==> src/rtl/ps2_host_tx_if.sv <==
// Command handshake between the keyboard controller and the PS/2 host transmitter.
//   start : request to send di (master -> slave)
//   di    : command byte, captured when start is accepted (master -> slave)
//   busy  : transfer in progress (slave -> master)
//   done  : one-ce pulse, byte sent and ACKed by the device (slave -> master)
//   error : one-ce pulse, NACK or timeout (slave -> master)
interface ps2_host_tx_if;
    logic       start;
    logic [7:0] di;
    logic       busy;
    logic       done;
    logic       error;

    modport master (output start, di, input busy, done, error);
    modport slave  (input start, di, output busy, done, error);
endinterface

==> src/rtl/ps2_host_tx.sv <==
// PS/2 host-to-device transmitter: inhibits the bus, requests to send, then shifts one command
// byte (LSB first, odd parity, stop) out on device-generated clock falls and checks the ACK.
// Ports:
//   clock   : system clock
//   reset   : asynchronous active-low reset
//   ce      : clock enable; every register update is qualified by it
//   bus     : ps2_host_tx_if.slave (start, di, busy, done, error)
//   ps2CkI  : raw ps2 clock pad level
//   ps2DI   : raw ps2 data pad level
//   ps2CkOe : 1 = pull ps2 clock low
//   ps2DOe  : 1 = pull ps2 data low
// Optional feature macro: PS2TX_RETRY_EN (NACK/timeout retried twice before error).
module ps2_host_tx #(
    parameter int unsigned INHIBIT_CYCLES = 840,
    parameter int unsigned TIMEOUT_CYCLES = 140000,
    parameter int unsigned FILTER_LEN     = 8
) (
    input  logic         clock,
    input  logic         reset,
    input  logic         ce,
    ps2_host_tx_if.slave bus,
    input  logic         ps2CkI,
    input  logic         ps2DI,
    output logic         ps2CkOe,
    output logic         ps2DOe
);
    localparam int unsigned CNT_W  = 18;
    localparam int unsigned BIT_W  = 4;
    localparam int unsigned FILT_W = $clog2(FILTER_LEN + 1);

    localparam logic [CNT_W-1:0]  CNT_MAX   = '1;
    localparam logic [CNT_W-1:0]  INH_LAST  = CNT_W'(INHIBIT_CYCLES - 1);
    localparam logic [CNT_W-1:0]  TO_LAST   = CNT_W'(TIMEOUT_CYCLES - 1);
    localparam logic [FILT_W-1:0] FILT_LAST = FILT_W'(FILTER_LEN - 1);
    localparam logic [BIT_W-1:0]  BIT_LAST  = BIT_W'(9);

    typedef enum logic [2:0] {IDLE, INHIBIT, REQ, SEND, ACK, WAITIDLE} state_t;

    state_t            state_q, state_d;
    logic [CNT_W-1:0]  cnt_q, cnt_d;
    logic [BIT_W-1:0]  bit_q, bit_d;
    logic [9:0]        frame_q, frame_d;
    logic [9:0]        frame_sh_c;
    logic              ck_oe_d, d_oe_d;
    logic              busy_q, busy_d;
    logic              done_q, done_d;
    logic              error_q, error_d;
    logic              fail_c, timeout_c;

    logic [1:0]        ck_sync, d_sync;
    logic              ck_filt;
    logic [FILT_W-1:0] filt_cnt;
    logic              fall_c;

`ifdef PS2TX_RETRY_EN
    logic [1:0]        retry_q, retry_d;
`endif

    assign bus.busy  = busy_q;
    assign bus.done  = done_q;
    assign bus.error = error_q;

    // Pad synchronisers and clock glitch filter; the filtered level flips only after
    // FILTER_LEN consecutive samples disagree with it.
    always_ff @(posedge clock or negedge reset) begin
        if (!reset) begin
            ck_sync  <= 2'b11;
            d_sync   <= 2'b11;
            ck_filt  <= 1'b1;
            filt_cnt <= '0;
        end else if (ce) begin
            ck_sync <= {ck_sync[0], ps2CkI};
            d_sync  <= {d_sync[0], ps2DI};
            if (ck_sync[1] == ck_filt) begin
                filt_cnt <= '0;
            end else if (filt_cnt == FILT_LAST) begin
                ck_filt  <= ck_sync[1];
                filt_cnt <= '0;
            end else begin
                filt_cnt <= filt_cnt + FILT_W'(1);
            end
        end
    end

    // One-ce pulse when the filtered clock is about to flip 1 -> 0.
    assign fall_c = ce & ck_filt & ~ck_sync[1] & (filt_cnt == FILT_LAST);

    assign frame_sh_c = frame_q >> bit_q;

    // State and registered outputs.
    always_ff @(posedge clock or negedge reset) begin
        if (!reset) begin
            state_q <= IDLE;
            cnt_q   <= '0;
            bit_q   <= '0;
            frame_q <= '0;
            ps2CkOe <= 1'b0;
            ps2DOe  <= 1'b0;
            busy_q  <= 1'b0;
            done_q  <= 1'b0;
            error_q <= 1'b0;
        end else if (ce) begin
            state_q <= state_d;
            cnt_q   <= cnt_d;
            bit_q   <= bit_d;
            frame_q <= frame_d;
            ps2CkOe <= ck_oe_d;
            ps2DOe  <= d_oe_d;
            busy_q  <= busy_d;
            done_q  <= done_d;
            error_q <= error_d;
        end
    end

`ifdef PS2TX_RETRY_EN
    always_ff @(posedge clock or negedge reset) begin
        if (!reset) begin
            retry_q <= '0;
        end else if (ce) begin
            retry_q <= retry_d;
        end
    end
`endif

    // Next-state and output logic.
    always_comb begin
        state_d   = state_q;
        cnt_d     = cnt_q;
        bit_d     = bit_q;
        frame_d   = frame_q;
        ck_oe_d   = ps2CkOe;
        d_oe_d    = ps2DOe;
        done_d    = 1'b0;
        error_d   = 1'b0;
        fail_c    = 1'b0;
        timeout_c = 1'b0;
`ifdef PS2TX_RETRY_EN
        retry_d   = retry_q;
`endif

        // Device-clocked states share the counter as a saturating no-edge timer.
        if (state_q == SEND || state_q == ACK || state_q == WAITIDLE) begin
            if (fall_c) begin
                cnt_d = '0;
            end else begin
                if (cnt_q != CNT_MAX) cnt_d = cnt_q + CNT_W'(1);
                timeout_c = (cnt_q >= TO_LAST);
            end
        end

        case (state_q)
            IDLE: begin
                if (bus.start) begin
                    frame_d = {1'b1, ~^bus.di, bus.di};
                    cnt_d   = '0;
                    ck_oe_d = 1'b1;
                    state_d = INHIBIT;
`ifdef PS2TX_RETRY_EN
                    retry_d = '0;
`endif
                end
            end
            INHIBIT: begin
                ck_oe_d = 1'b1;
                if (cnt_q >= INH_LAST) begin
                    d_oe_d  = 1'b1;
                    state_d = REQ;
                end else begin
                    cnt_d = cnt_q + CNT_W'(1);
                end
            end
            REQ: begin
                ck_oe_d = 1'b0;
                cnt_d   = '0;
                bit_d   = '0;
                state_d = SEND;
            end
            SEND: begin
                // Data changes only on a fall so it is stable for the device's rising sample.
                if (fall_c) begin
                    d_oe_d = ~frame_sh_c[0];
                    if (bit_q == BIT_LAST) state_d = ACK;
                    else                   bit_d   = bit_q + BIT_W'(1);
                end else if (timeout_c) begin
                    fail_c = 1'b1;
                end
            end
            ACK: begin
                if (fall_c) begin
                    if (!d_sync[1]) state_d = WAITIDLE;
                    else            fail_c  = 1'b1;
                end else if (timeout_c) begin
                    fail_c = 1'b1;
                end
            end
            WAITIDLE: begin
                if (ck_filt && d_sync[1]) begin
                    done_d  = 1'b1;
                    state_d = IDLE;
                end else if (timeout_c) begin
                    fail_c = 1'b1;
                end
            end
            default: state_d = IDLE;
        endcase

        // Failure releases both lines in the same tick.
        if (fail_c) begin
            ck_oe_d = 1'b0;
            d_oe_d  = 1'b0;
`ifdef PS2TX_RETRY_EN
            if (retry_q != 2'd2) begin
                retry_d = retry_q + 2'd1;
                cnt_d   = '0;
                state_d = INHIBIT;
            end else begin
                error_d = 1'b1;
                state_d = IDLE;
            end
`else
            error_d = 1'b1;
            state_d = IDLE;
`endif
        end

        busy_d = (state_d != IDLE);
    end
endmodule

==> src/flat_wrapper.sv <==
// flat-port wrapper written by rule: the top's interface ports become plain ports
module ps2_host_tx_flat 
#(
    parameter int unsigned INHIBIT_CYCLES = 840,
    parameter int unsigned TIMEOUT_CYCLES = 140000,
    parameter int unsigned FILTER_LEN     = 8
)
  (clock, reset, ce, ps2CkI, ps2DI, ps2CkOe, ps2DOe, bus_start, bus_di, bus_busy, bus_done, bus_error);
  ps2_host_tx_if bus_i ();
  input  logic clock;
  input  logic reset;
  input  logic ce;
  input  logic ps2CkI;
  input  logic ps2DI;
  output logic ps2CkOe;
  output logic ps2DOe;
  input wire logic [$bits(bus_i.start)-1:0] bus_start;
  input wire logic [$bits(bus_i.di)-1:0] bus_di;
  output wire logic [$bits(bus_i.busy)-1:0] bus_busy;
  output wire logic [$bits(bus_i.done)-1:0] bus_done;
  output wire logic [$bits(bus_i.error)-1:0] bus_error;
  assign bus_i.start = bus_start;
  assign bus_i.di = bus_di;
  assign bus_busy = bus_i.busy;
  assign bus_done = bus_i.done;
  assign bus_error = bus_i.error;
  ps2_host_tx #(.INHIBIT_CYCLES(INHIBIT_CYCLES), .TIMEOUT_CYCLES(TIMEOUT_CYCLES), .FILTER_LEN(FILTER_LEN)) u_core (.clock(clock), .reset(reset), .ce(ce), .bus(bus_i), .ps2CkI(ps2CkI), .ps2DI(ps2DI), .ps2CkOe(ps2CkOe), .ps2DOe(ps2DOe));
endmodule
==> config.mk <==
export PLATFORM = sky130hd
export DESIGN_NAME = ps2_host_tx_flat
export DESIGN_NICKNAME = d
export VERILOG_FILES = /design/src/rtl/ps2_host_tx_if.sv /design/src/rtl/ps2_host_tx.sv /design/src/flat_wrapper.sv
export SDC_FILE = /design/constraint.sdc
export NUM_CORES = 1
export LEC_CHECK = 0
export BUFFER_PORTS_ARGS = -buffer_cell sky130_fd_sc_hd__buf_2
export CORE_MARGIN = 3
export CORE_UTILIZATION = 31
export DETAILED_ROUTE_END_ITERATION = 10
export SLEW_MARGIN = 20
export SYNTH_ARGS = -nofsm -noshare
export SYNTH_HDL_FRONTEND = slang
export SYNTH_SLANG_ARGS = --single-unit
==> constraint.sdc <==
create_clock -name clock -period 2.3 [get_ports clock]
set_input_delay 0.46 -clock clock [delete_from_list [all_inputs] [get_ports clock]]
set_output_delay 0.46 -clock clock [all_outputs]
set_load 0.01 [all_outputs]
==> out/summary.md <==
• 0 — total global routing overflow
• 2530 ps — data required time of the critical path
• 4 — number of optimization iterations in the first detailed-route pass
• 325 — Synthesized Nets
• 0 — final antenna diode count
• 0.0108 mm^2 — Die Area
• 0.00124 mm^2 — total area of sequential cells
• 0 — Hold Violations, Final
• 0 — Post-DRT Antenna Nets
• register — endpoint class of the critical path
• 0.00297 mm^2 — Cell Area, Synth
• 0.278 mV — peak ir drop on the vdd network
• 0 — max capacitance violation total
• 30 — maximum number of pins on one net before global-route repair
• 2 — maximum clock path buffer count
• sky130_fd_sc_hd__clkbuf_8 — root buffer cell
• 0.595 — relative max-transition margin
• 0.232 — layout cells sized above 1
• 2370 ps — arrival time at the worst endpoint
• 0.00928 mm^2 — area of the core
• 49 — number of clock sinks
• 159 ps — final setup slack of the worst path
• 0.130 — overall fraction of global-route tracks in use
• 0.00141 uW — total leakage power
• sky130_fd_sc_hd__dfrtp_1 — dominant synthesized flop cell
• 353 — final-stage net count
• sky130_fd_sc_hd__dfrtp_1 — leading cell type in the layout, fill and taps excluded
• 137 ps — smallest hold slack
• 35 — cell row count
• 1.00 — proportion of synthesized flip-flops having asynchronous set or reset
• 0.931 — post-route clock period utilization
• 104 um — DIE WIDTH
• 4.97 mm — half-perimeter wire length after detailed placement
• 196 — first-iteration detailed-routing DRC count
• 0.319 — effective utilization at floorplan
• 2 — number of levels the H-tree was split into
• 577 mW/mm^2 — ratio of total power to cell area
• 65 — number of distinct library cells after synthesis
• register — element type at the critical path start
• 112 ps — setup slack at placement
• 160 ps — R2R Setup Slk
• 2454 — number of global-route vias before repair
• finished clean — outcome
• 603 ps — Least-Margin Pin Slew
• 9.66 um^2 — syn_area_per_cell
• 7.34 ps — post-route clock skew
• 2512 — via total after detailed routing
• 6.74 mm — Post-Route WL
• 14.7% — relative area change from synthesis to final layout
• 19 — Top-Level Pins
• 18 — number of input and output port buffers inserted
• 0 — Synth warnings
• 0.467 GHz — fmax
• 2140 ps — post-layout minimum cycle time
• 0 — post-CTS setup buffers
• 0.00163 mm^2 — area used by multi-input combinational logic
• 5 — clock buffer count from CTS
• sky130_fd_sc_hd__dfrtp_1 — CP max stage cell
• 41 x sky130_fd_sc_hd__dfrtp_1, 29 x sky130_fd_sc_hd__nand2_1, 28 x sky130_fd_sc_hd__o21ai_0 — top library cells by usage in the layout, fill and taps aside
• 0 — number of flops mapped to enable cells by yosys
• 104 um — vertical die dimension
• 307 — Cells after Synth
• 14.5 um — average routed wire per standard cell
• 0 ps — summed negative setup slack over all endpoints
• false — RSZ-0062 raised after global routing
• 11.9 mm — wire length of the first global-routing pass
• 0 — count of final setup violators
• sky130_fd_sc_hd__a21oi_1 — most used cell along the critical path
• 300 ps — clock latency on the worst-skew pair
• 1002 — fillcell total
• built — TritonCTS clock tree
• 100 ps — clock slew at the register clock pins of the worst setup and hold paths
• register to register — critical path class
• 6 — Worst Reg-to-Reg Cells
• u_core.cnt_q[5]$_DFFE_PN0P_ — Crit Reg-Reg Endpoint
• 500 ps — worst stage delay on the critical path
• 0 — DRC viols
• nor4_4 -> a21oi_1 -> or3_4 -> a21o_1 -> or3_1 -> a21oi_1 — crit-path cells
• 0.883 — routability congestion estimate from global placement
• 0 — final-report max-slew violation count
• 0 — number of antenna violations at the first check in global routing
• u_core.cnt_q[5]$_DFFE_PN0P_ — startpoint of the worst-slack reg-to-reg timing path
• input pin to asynchronous set/reset pin — class of the tightest hold or removal check
• 5.40 — vias per cell
• 49 — number of synthesized register bits
• 0.416 — sequential area share after synthesis
• 8 — maximum fanout along the worst path
[layout make-up]
class	count	area share
Sequential cell	49	0.364
Inverter	9	0.00993
Multi-Input combinational cell	236	0.481
Tap cell	129	0.0475
Timing Repair Buffer	34	0.0655
Clock inverter	3	0.0129
Clock buffer	5	0.0202
[worst max path at each step]
stage / end / slack, ps / startpoint / cells past startpoint
final: u_core.cnt_q[5]$_DFFE_PN0P_ / 160 / u_core.cnt_q[5]$_DFFE_PN0P_ / 6
after global routing: u_core.cnt_q[5]$_DFFE_PN0P_ / 3 / u_core.cnt_q[5]$_DFFE_PN0P_ / 6
after CTS: u_core.cnt_q[9]$_DFFE_PN0P_ / 90 / u_core.cnt_q[0]$_DFFE_PN0P_ / 8
after detailed placement: u_core.cnt_q[6]$_DFFE_PN0P_ / 110 / u_core.cnt_q[0]$_DFFE_PN0P_ / 8
after global placement: u_core.cnt_q[1]$_DFFE_PN0P_ / 150 / u_core.cnt_q[0]$_DFFE_PN0P_ / 7
after floorplan: u_core.cnt_q[5]$_DFFE_PN0P_ / 340 / u_core.state_q[0]$_DFFE_PN0P_ / 7
[repair_timing]
| item | 4_1_cts | 5_1_grt |
|---|---|---|
| setup endpoints to repair | 0 | 9 |
| hold buffers | 0 | 0 |
| endpoints found under the hold margin | 0 | 0 |
| gates resized for setup | 0 | 3 |
[worst max-delay path, delay by kind of cell (launching register included)]
kind / cells / cell delay, ps
flip-flops: 1 / 500
AND/OR/NAND/NOR: 3 / 1070
AO/OA/AOI/OAI: 3 / 500
[flip-flops by register name, summed over array words and instances, names as in the netlist]
| signal | flops |
|---|---|
| u_core.filt_cnt | 4 |
| u_core.bus.error | 1 |
| u_core.cnt_q | 18 |
| u_core.ck_sync | 2 |
| u_core.frame_q | 10 |
| u_core.bus.done | 1 |
| u_core.bus.busy | 1 |
| u_core.d_sync | 2 |
| u_core.ps2CkOe | 1 |
| u_core.ps2DOe | 1 |
| u_core.state_q | 3 |
| u_core.ck_filt | 1 |
| u_core.bit_q | 4 |
[metrics by stage]
| step | util | power, uW | instance area [um^2] | std cells |
|---|---|---|---|---|
| finish | 0.366 | 1960 | 3400 | 465 |
| global route | 0.366 | 2080 | 3400 | 465 |
| CTS | 0.366 | 1990 | 3400 | 465 |
| detailed placement | 0.354 | 1340 | 3280 | 457 |
| global placement | 0.354 | 1330 | 3280 | 457 |
| floorplan | - | 1240 | 2970 | 307 |
[cells in the mapped netlist, types with 2 or more instances]
| cell | instances | area [um^2] |
|---|---|---|
| sky130_fd_sc_hd__ha_1 | 4 | 50.1 |
| sky130_fd_sc_hd__a211oi_1 | 3 | 22.5 |
| sky130_fd_sc_hd__a21oi_1 | 11 | 55.1 |
| sky130_fd_sc_hd__and3b_1 | 2 | 17.5 |
| sky130_fd_sc_hd__o2bb2ai_1 | 6 | 52.6 |
| sky130_fd_sc_hd__o21ai_0 | 28 | 140 |
| sky130_fd_sc_hd__a32o_1 | 3 | 30.0 |
| sky130_fd_sc_hd__nand4b_1 | 2 | 17.5 |
| sky130_fd_sc_hd__o211ai_1 | 2 | 15.0 |
| sky130_fd_sc_hd__a31oi_1 | 6 | 37.5 |
| sky130_fd_sc_hd__nor3_1 | 8 | 40.0 |
| sky130_fd_sc_hd__mux2_2 | 15 | 169 |
| sky130_fd_sc_hd__dfrtp_1 | 44 | 1100 |
| sky130_fd_sc_hd__and2_1 | 2 | 12.5 |
| sky130_fd_sc_hd__dfstp_2 | 5 | 131 |
| sky130_fd_sc_hd__mux2i_1 | 8 | 80.1 |
| sky130_fd_sc_hd__o31ai_1 | 4 | 30.0 |
| sky130_fd_sc_hd__nand3b_1 | 2 | 15.0 |
| sky130_fd_sc_hd__nor2b_1 | 2 | 12.5 |
| sky130_fd_sc_hd__nand4_1 | 8 | 50.1 |
| sky130_fd_sc_hd__a31o_2 | 2 | 17.5 |
| sky130_fd_sc_hd__and3_1 | 3 | 18.8 |
| sky130_fd_sc_hd__nand2b_1 | 2 | 12.5 |
| sky130_fd_sc_hd__xnor2_1 | 7 | 61.3 |
| sky130_fd_sc_hd__nand2_1 | 29 | 109 |
| sky130_fd_sc_hd__mux4_2 | 2 | 45.0 |
| sky130_fd_sc_hd__buf_2 | 4 | 20.0 |
| sky130_fd_sc_hd__nor4_4 | 2 | 42.5 |
| sky130_fd_sc_hd__or3_1 | 6 | 37.5 |
| sky130_fd_sc_hd__nor2_1 | 23 | 86.3 |
| sky130_fd_sc_hd__a21o_1 | 4 | 30.0 |
| sky130_fd_sc_hd__nor4_1 | 2 | 12.5 |
| sky130_fd_sc_hd__inv_1 | 8 | 30.0 |
| sky130_fd_sc_hd__nand3_1 | 12 | 60.1 |
| sky130_fd_sc_hd__clkbuf_1 | 6 | 22.5 |
[report_power, final]
| part | internal (uW) | total (uW) | switching, uW |
|---|---|---|---|
| Sequential | 936 | 1010 | 78.4 |
| Clock | 326 | 635 | 309 |
| Combinational | 138 | 311 | 173 |
| Total | 1400 | 1960 | 560 |
[cell families after synthesis]
group | Yosys count | share of synthesized area
fa+ha+maj | 4 | 0.0169
mux | 25 | 0.0992
flops | 49 | 0.416
compound gates | 87 | 0.206
xor+xnor | 8 | 0.0236
simple gates | 112 | 0.205
buf+inv | 22 | 0.0333
[per-layer routing]
layer / GRT usage / routed length [um] / up-vias
li1: - / - / 1210
met2: 0.209 / 3200 / 61
met5: 0 / 0 / -
met1: 0.175 / 3120 / 1229
met4: 0.0418 / 116 / 0
met3: 0.0262 / 303 / 12
Power figures use the tool's default switching activity.
